### src/rtl/sram_arbiter_pkg.sv
// Shared datapath sizing and arbiter-wide constants.
package sram_arbiter_pkg;

    // Datapath-wide defaults: SRAM word width and log2 of the largest T buffer.
    localparam int Sram_Word      = 64;
    localparam int Max_T_size_log = 10;

    // Requester indices into the per-port pointer arrays.
    localparam int NUM_PORTS = 2;
    localparam int RD_IDX    = 0;
    localparam int WR_IDX    = 1;

endpackage

### src/rtl/sram_arbiter_wrap_ptr.sv
// Address counter that wraps at t_size-1 and toggles a pass (phase) bit on wrap.
module wrap_ptr #(
    parameter int ADDR_W = 10
) (
    input  logic              clk,
    input  logic              rst,
    input  logic              clear,
    input  logic              advance,
    input  logic [ADDR_W-1:0] t_size,
    output logic [ADDR_W-1:0] ptr,
    output logic              phase
);

    logic [ADDR_W-1:0] ptr_reg;
    logic [ADDR_W-1:0] ptr_next;
    logic              phase_reg;
    logic              phase_next;
    logic              at_end;

    // Next pointer/phase: clear at run start, step or wrap on each grant.
    always_comb begin
        at_end     = (ptr_reg == ADDR_W'(t_size - 1'b1));
        ptr_next   = ptr_reg;
        phase_next = phase_reg;
        if (clear) begin
            ptr_next   = '0;
            phase_next = 1'b0;
        end else if (advance) begin
            if (at_end) begin
                ptr_next   = '0;
                phase_next = ~phase_reg;
            end else begin
                ptr_next = ptr_reg + 1'b1;
            end
        end
    end

    // Pointer state register.
    always_ff @(posedge clk) begin
        if (rst) begin
            ptr_reg   <= '0;
            phase_reg <= 1'b0;
        end else begin
            ptr_reg   <= ptr_next;
            phase_reg <= phase_next;
        end
    end

    assign ptr   = ptr_reg;
    assign phase = phase_reg;

endmodule

### src/rtl/sram_arbiter.sv
// Single-port SRAM arbiter between a T-buffer reader and its write-back path.
// The reader may run at most one pass ahead of write-back, and write-back may
// never overtake reading; both are tracked by a pointer plus a pass bit.
module sram_arbiter
    import sram_arbiter_pkg::*;
#(
    parameter int WORD_W = Sram_Word,
    parameter int ADDR_W = Max_T_size_log
) (
    input  logic              clk,
    input  logic              rst,
    input  logic              i_start,
    input  logic              i_stop,
    input  logic [ADDR_W-1:0] i_t_size,
    input  logic              i_rd_req,
    output logic              o_rd_gnt,
    output logic              o_rd_valid,
    output logic [WORD_W-1:0] o_rd_data,
    output logic              o_rd_last,
    input  logic              i_wr_req,
    input  logic [WORD_W-1:0] i_wr_data,
    output logic              o_wr_gnt,
    output logic              o_cen,
    output logic              o_wen,
    output logic [ADDR_W-1:0] o_addr,
    output logic [WORD_W-1:0] o_wdata,
    input  logic [WORD_W-1:0] i_rdata,
    output logic              o_busy
);

    typedef enum logic {
        ST_IDLE = 1'b0,
        ST_RUN  = 1'b1
    } state_t;

    state_t            state_reg;
    logic [ADDR_W-1:0] t_size_reg;
    logic              rr_last_wr_reg;   // 1 = most recent grant went to the writer
    logic              rd_valid_reg;
    logic              rd_last_reg;
    logic              busy_reg;

    logic [NUM_PORTS-1:0][ADDR_W-1:0] ptr;
    logic [NUM_PORTS-1:0]             phase;
    logic [NUM_PORTS-1:0]             adv;

    logic run_load;
    logic grant_ok;
    logic rd_elig;
    logic wr_elig;
    logic rd_gnt;
    logic wr_gnt;

    assign run_load = !rst && (state_reg == ST_IDLE) && i_start && (i_t_size != '0);
    assign grant_ok = !rst && (state_reg == ST_RUN) && !i_stop;

    // One wrapping pointer per requester: index 0 reads, index 1 writes back.
    genvar gi;
    generate
        for (gi = 0; gi < NUM_PORTS; gi++) begin : g_ptr
            wrap_ptr #(
                .ADDR_W (ADDR_W)
            ) u_wrap_ptr (
                .clk     (clk),
                .rst     (rst),
                .clear   (run_load),
                .advance (adv[gi]),
                .t_size  (t_size_reg),
                .ptr     (ptr[gi]),
                .phase   (phase[gi])
            );
        end
    endgenerate

    // Eligibility and round-robin grant selection, at most one grant per cycle.
    always_comb begin
        rd_elig = i_rd_req && ((phase[RD_IDX] == phase[WR_IDX]) || (ptr[RD_IDX] < ptr[WR_IDX]));
        wr_elig = i_wr_req && ((phase[RD_IDX] != phase[WR_IDX]) || (ptr[WR_IDX] < ptr[RD_IDX]));
        rd_gnt  = 1'b0;
        wr_gnt  = 1'b0;
        if (grant_ok) begin
            if (rd_elig && wr_elig) begin
                rd_gnt = rr_last_wr_reg;
                wr_gnt = !rr_last_wr_reg;
            end else begin
                rd_gnt = rd_elig;
                wr_gnt = wr_elig;
            end
        end
        adv[RD_IDX] = rd_gnt;
        adv[WR_IDX] = wr_gnt;
    end

    // SRAM port drive for the granted access; all zero when nothing is granted.
    always_comb begin
        o_rd_gnt = rd_gnt;
        o_wr_gnt = wr_gnt;
        o_cen    = rd_gnt || wr_gnt;
        o_wen    = wr_gnt;
        o_addr   = '0;
        o_wdata  = '0;
        if (wr_gnt) begin
            o_addr  = ptr[WR_IDX];
            o_wdata = i_wr_data;
        end else if (rd_gnt) begin
            o_addr = ptr[RD_IDX];
        end
    end

    // Run control, round-robin history and the registered read response.
    always_ff @(posedge clk) begin
        if (rst) begin
            state_reg      <= ST_IDLE;
            t_size_reg     <= '0;
            rr_last_wr_reg <= 1'b0;
            rd_valid_reg   <= 1'b0;
            rd_last_reg    <= 1'b0;
            busy_reg       <= 1'b0;
        end else begin
            rd_valid_reg <= rd_gnt;
            rd_last_reg  <= rd_gnt && (ptr[RD_IDX] == ADDR_W'(t_size_reg - 1'b1));
            if (rd_gnt || wr_gnt) begin
                rr_last_wr_reg <= wr_gnt;
            end
            case (state_reg)
                ST_IDLE: begin
                    if (run_load) begin
                        state_reg  <= ST_RUN;
                        t_size_reg <= i_t_size;
                        busy_reg   <= 1'b1;
                    end
                end
                ST_RUN: begin
                    if (i_stop) begin
                        state_reg <= ST_IDLE;
                        busy_reg  <= 1'b0;
                    end
                end
                default: begin
                    state_reg <= ST_IDLE;
                    busy_reg  <= 1'b0;
                end
            endcase
        end
    end

    assign o_rd_valid = rd_valid_reg;
    assign o_rd_last  = rd_last_reg;
    assign o_rd_data  = (rd_valid_reg && !rst) ? i_rdata : '0;
    assign o_busy     = busy_reg;

endmodule
### config.mk
export PLATFORM = sky130hd
export DESIGN_NAME = sram_arbiter
export DESIGN_NICKNAME = d
export VERILOG_FILES = /design/src/rtl/sram_arbiter_pkg.sv /design/src/rtl/sram_arbiter_wrap_ptr.sv /design/src/rtl/sram_arbiter.sv
export SDC_FILE = /design/constraint.sdc
export NUM_CORES = 1
export LEC_CHECK = 0
export CAP_MARGIN = 20
export CORE_MARGIN = 10
export CORE_UTILIZATION = 26
export DETAILED_ROUTE_END_ITERATION = 8
export GPL_TIMING_DRIVEN = 0
export PLACE_DENSITY_LB_ADDON = 0.05
export SLEW_MARGIN = 20
export SYNTH_ARGS = -nofsm -noshare
export SYNTH_HDL_FRONTEND = slang
export SYNTH_SLANG_ARGS = --single-unit
### constraint.sdc
create_clock -name clk -period 8.1 [get_ports clk]
set_input_delay 1.62 -clock clk [delete_from_list [all_inputs] [get_ports clk]]
set_output_delay 1.62 -clock clk [all_outputs]
set_load 0.02 [all_outputs]
# == Word level (Yosys, flattened, before mapping) ==
# Index checks and enable logic that the tools add are counted.
# totals
reg_bits,37
inputBits,144
# classes
add_sub_neg,3
order_cmp,2
n_eq_ne,6
mux,16
bitwise,3
reduce_logical,22
# ops
operator,n
$mux W64,2
$mux W10,4
$add A10 B1 Y10 const B,2
$eq A10 B10 Y1,2
$lt A10 B10 Y1,2
$logic_and A1 B1 Y1,10
$reduce_bool A10 Y1,1
$sub A10 B1 Y10 const B,1
$mux W1,8
$reduce_and A2 Y1,4
$pmux W1 S2,2
$logic_not A1 Y1,3
$logic_or A1 B1 Y1,3
$not A1 Y1,3
$ne A2 B1 Y1 const B,1
$ne A2 B2 Y1 const B,1
$reduce_or A2 Y1,1
$eq A1 B1 Y1,1
$ne A1 B1 Y1,1

# == Depth between registers and ports, before layout ==
# depth
ltp_word,8
depth_mapped,12

# == Cells and area by module ==
# A second synthesis with hierarchy kept.
# unflattened
cells_unflattened,554
hier_area_um2,4394.2
# modules_own_cells
module,instances,cells_each,area_each_um2,seq_area_each_um2
sram_arbiter,1,326,2577.5,300.3
wrap_ptr,2,114,908.4,220.2

# == Worst setup path before layout ==
# No wires, ideal clock.
# synth_path
path_type,input to output
from,input rst
to,output o_addr[3]
t_arrival_ns,3.412
required_time_ns,6.480
setup_slack_ns,3.068
cell_stages,9
path_buffers,3
cell_sequence,clkbuf_1 > nor2_1 > o2111ai_1 > or2_2 > inv_1 > clkbuf_1 > buf_2 > nand2_1 > o21ai_0
# synth_between
elab_cells_between_ends,7
classes_between,mux: 4; reduce/logical: 3
# synth_rtl
element,line_no,rtl
"start, declared",sram_arbiter.sv:11,"input logic rst,"
$logic_not A1 Y1,sram_arbiter.sv:55,assign grant_ok = !rst && (state_reg == ST_RUN) && !i_stop;
$logic_and A1 B1 Y1 (2 in series),sram_arbiter.sv:55,
$mux W1,sram_arbiter.sv:81,if (grant_ok) begin
named net o_wen,sram_arbiter.sv:24,"output logic o_wen,"
$mux W10,sram_arbiter.sv:102,if (wr_gnt) begin
"end, declared",sram_arbiter.sv:25,"output logic [ADDR_W-1:0] o_addr,"
# The timed path passes the listed nets, and every way through them passes these cells.

# == Worst setup path after layout ==
# layout_path
from,input i_stop
to,output o_addr[3]
# layout_between
elab_chain_len,5
elab_cells_between_ends,6
classes_between,mux: 4; reduce/logical: 2
# layout_rtl
element,line_no,rtl
"start, declared",sram_arbiter.sv:13,"input logic i_stop,"
$logic_not A1 Y1 *,sram_arbiter.sv:55,
$logic_and A1 B1 Y1 *,sram_arbiter.sv:55,
$mux W1,sram_arbiter.sv:81,
$mux W10,sram_arbiter.sv:105,end else if (rd_gnt) begin
$mux W10 *,sram_arbiter.sv:102,
# Every way passes the cells marked *; elsewhere a longest branch is shown, timed or not.

==> run metrics <==
outcome=completed; Initial Utilization=26.7%; wire per inst=20.0 µm; # fillers=1224; HP Class=flip-flop to flip-flop; DP HPWL=16700 µm; max cap viols=0; Rel. slew slack=48.7%; row cnt=41; area taken by multi-input logic gates=2450 µm²; final WL=18900 µm; Die W=134 µm; via count=4477; TritonCTS clock tree=done; vias in the first global route=4579; Final Max Slew Viols=0; xor/xnor share of the synthesized area=7.14%; critical path required time=6.48 ns; Setup TNS=0 ns; largest family of logic cells by synthesized area=simple AND/OR/NAND/NOR gates; mux cell area share after synthesis=0%; Worst setup EP type=output pin; hold buffers post-CTS=0; Max Freq=160 MHz; post-synthesis register bit count=37; DIE HEIGHT=134 µm; final hold violation count=0; Setup CP Type=input pin to output pin; sequential area share after synthesis=21.9%; total track usage=20.0%; first-pass GRT wire length=28200 µm; number of flip-flops in the largest register=20; CTS buffer count=5; asr flop ratio synth=0%; vias per cell=4.74; Clock H-tree levels=2; area share of fa/ha/maj cells after synthesis=4.81%; post-CTS sizing=0; clock buffer depth=2; synth unique cells=49; Crit Path Max Fanout=11; clk_lat worst skew=0.28 ns; DRC=0; RSZ-0062 raised after global routing=false; initial antenna violation count=0; Synth Area in Compound Gates=16.9%; Synth top cells by count=and2_1, nand2_1, dfxtp_1, o21ai_0, clkbuf_1; Worst-Margin Slew=0.763 ns; clock slew at reported path FFs=0.06 ns; routability cong.=0.922; Post-CTS Setup Inserts=0; initial DRC count=276; Final Skew=0.00387 ns; area grow syn2layout=95.6%; synthesized area=3380 µm²; most frequent cell after synthesis=and2_1; pin count of the biggest net entering global routing=13; startpoint types=input pin; ANT nets after route=0; share of cells above drive strength 1=2.20%; die footprint=18000 µm²; final std cells w/o fill=944; Sink Count=37; Tmin final=6.24 ns; placed insts=935; CTS Root Cell=clkbuf_16; period utilization=77.0%; Synth top area share=24.0%; Post-synth EDFFs=0; Area contributors post-synth=and2_1, dfxtp_1, xnor2_1; worst vdd ir=0.0000976 V; yosys warns=0; global route overflow=0; PortBufs=287; io pins=289; Fin Hold WS=0.507 ns; Synth Area in Simple Gates=43.7%; largest area contributor in the netlist=and2_1; leakage=2.39 nW; synthesized area per cell=7.11 µm²; endpoints failing setup=0; FF+latch area=741 µm²; PwrDens=80.4 nW/µm²; syn_nets=633; Synth Flop Type=dfxtp_1; Worst EP arrival=4.62 ns; Syn Inst Count=476; # nets final=927; router iterations before antenna repair=4; core area=12700 µm²
-- metal layers --
metal	vias to the layer above	global-route usage [%]	part of all wire [%]
met3	27	6.24	9.1
met1	2000	20.0	36
met4	0	7.26	3.5
met2	235	37.8	52
li1	2215	-	-
met5	-	0	0
-- layout make-up --
cell class,instances,share of cell area [%]
multi-input combinational,391,37.1
clock buffer,5,1.89
antenna,1,0.0378
timing repair buffer,287,43.4
clock inverter,3,0.265
tap,172,3.25
buffer,29,1.76
sequential,37,11.2
inverter,19,1.08
-- worst max-delay path, cell delays in order --
cell and delay, ns:
clkdlybuf4s50_1 0.45, nor2_1 0.19, o2111ai_1 0.30, or2_2 0.40, inv_1 0.12, clkbuf_1 0.35
buf_2 0.33, nand2_1 0.08, o21ai_0 0.11, clkdlybuf4s50_1 0.66
-- stage by stage --
step                      util [%]  setup WS (ns)  total power, mW  area [µm²]
after detailed placement      51.1           1.85            0.345        6470
after floorplan                  -           3.07            0.256        3380
after CTS                     52.2           1.83            0.534        6610
after global placement        51.1           1.85            0.342        6470
after global routing          52.2           1.55            0.558        6610
final                         52.2           1.86            0.532        6620
-- kinds of logic (layout without fill, tap and decap cells) --
kind of cell	count (synthesis)	count (layout)
AOI/OAI and AO/OA	93	93
and+or+nand+nor	259	259
DFF	37	37
buffers and inverters	48	343
other	0	1
xor gates and xnor gates	26	26
adders and majority gates	13	13
-- cell usage in the layout, fill, tap and decap left out, drive strengths merged, types with 2 or more instances in the layout --
cell type	synthesis	final
and2	130	130
o21ai	35	35
or3	11	11
o2111ai	5	5
inv	18	18
ha	13	13
o22ai	2	2
xnor2	20	20
or2	3	3
or4	3	3
dfxtp	37	37
buf	4	4
clkdlybuf4s50	0	287
nor3	4	4
nand2	44	44
nand4	4	4
nor3b	4	4
a22oi	4	4
nor4	6	6
a21o	2	2
nor2b	4	4
nand2b	3	3
xor2	5	5
o211ai	4	4
nor2	17	17
clkbuf	25	30
and3	4	4
o31ai	8	8
a211oi	3	3
a21oi	24	24
nand3b	3	3
clkinv	1	3
nand3	15	15
-- power breakdown --
group / switching (mW) / leakage, nW / internal (mW)
sequential: 0.00512 / 0.300 / 0.187
combinational: 0.0558 / 2.02 / 0.0935
clock: 0.0776 / 0.0696 / 0.113
-- final timing paths --
check | to | slack, ns | startpoint | cells after the start
worst min register to register | t_size_reg[9]$_SDFFE_PP0P_ | 0.51 | t_size_reg[9]$_SDFFE_PP0P_ | 2
worst max-delay path | o_addr[3] | 1.86 | i_stop | 10
worst min-delay path | t_size_reg[9]$_SDFFE_PP0P_ | 0.51 | t_size_reg[9]$_SDFFE_PP0P_ | 2
worst max register to register | g_ptr[0].u_wrap_ptr.ptr[3]$_SDFFE_PP0N_ | 4.88 | g_ptr[0].u_wrap_ptr.ptr[6]$_SDFFE_PP0N_ | 10
Power figures use the tool's default switching activity.
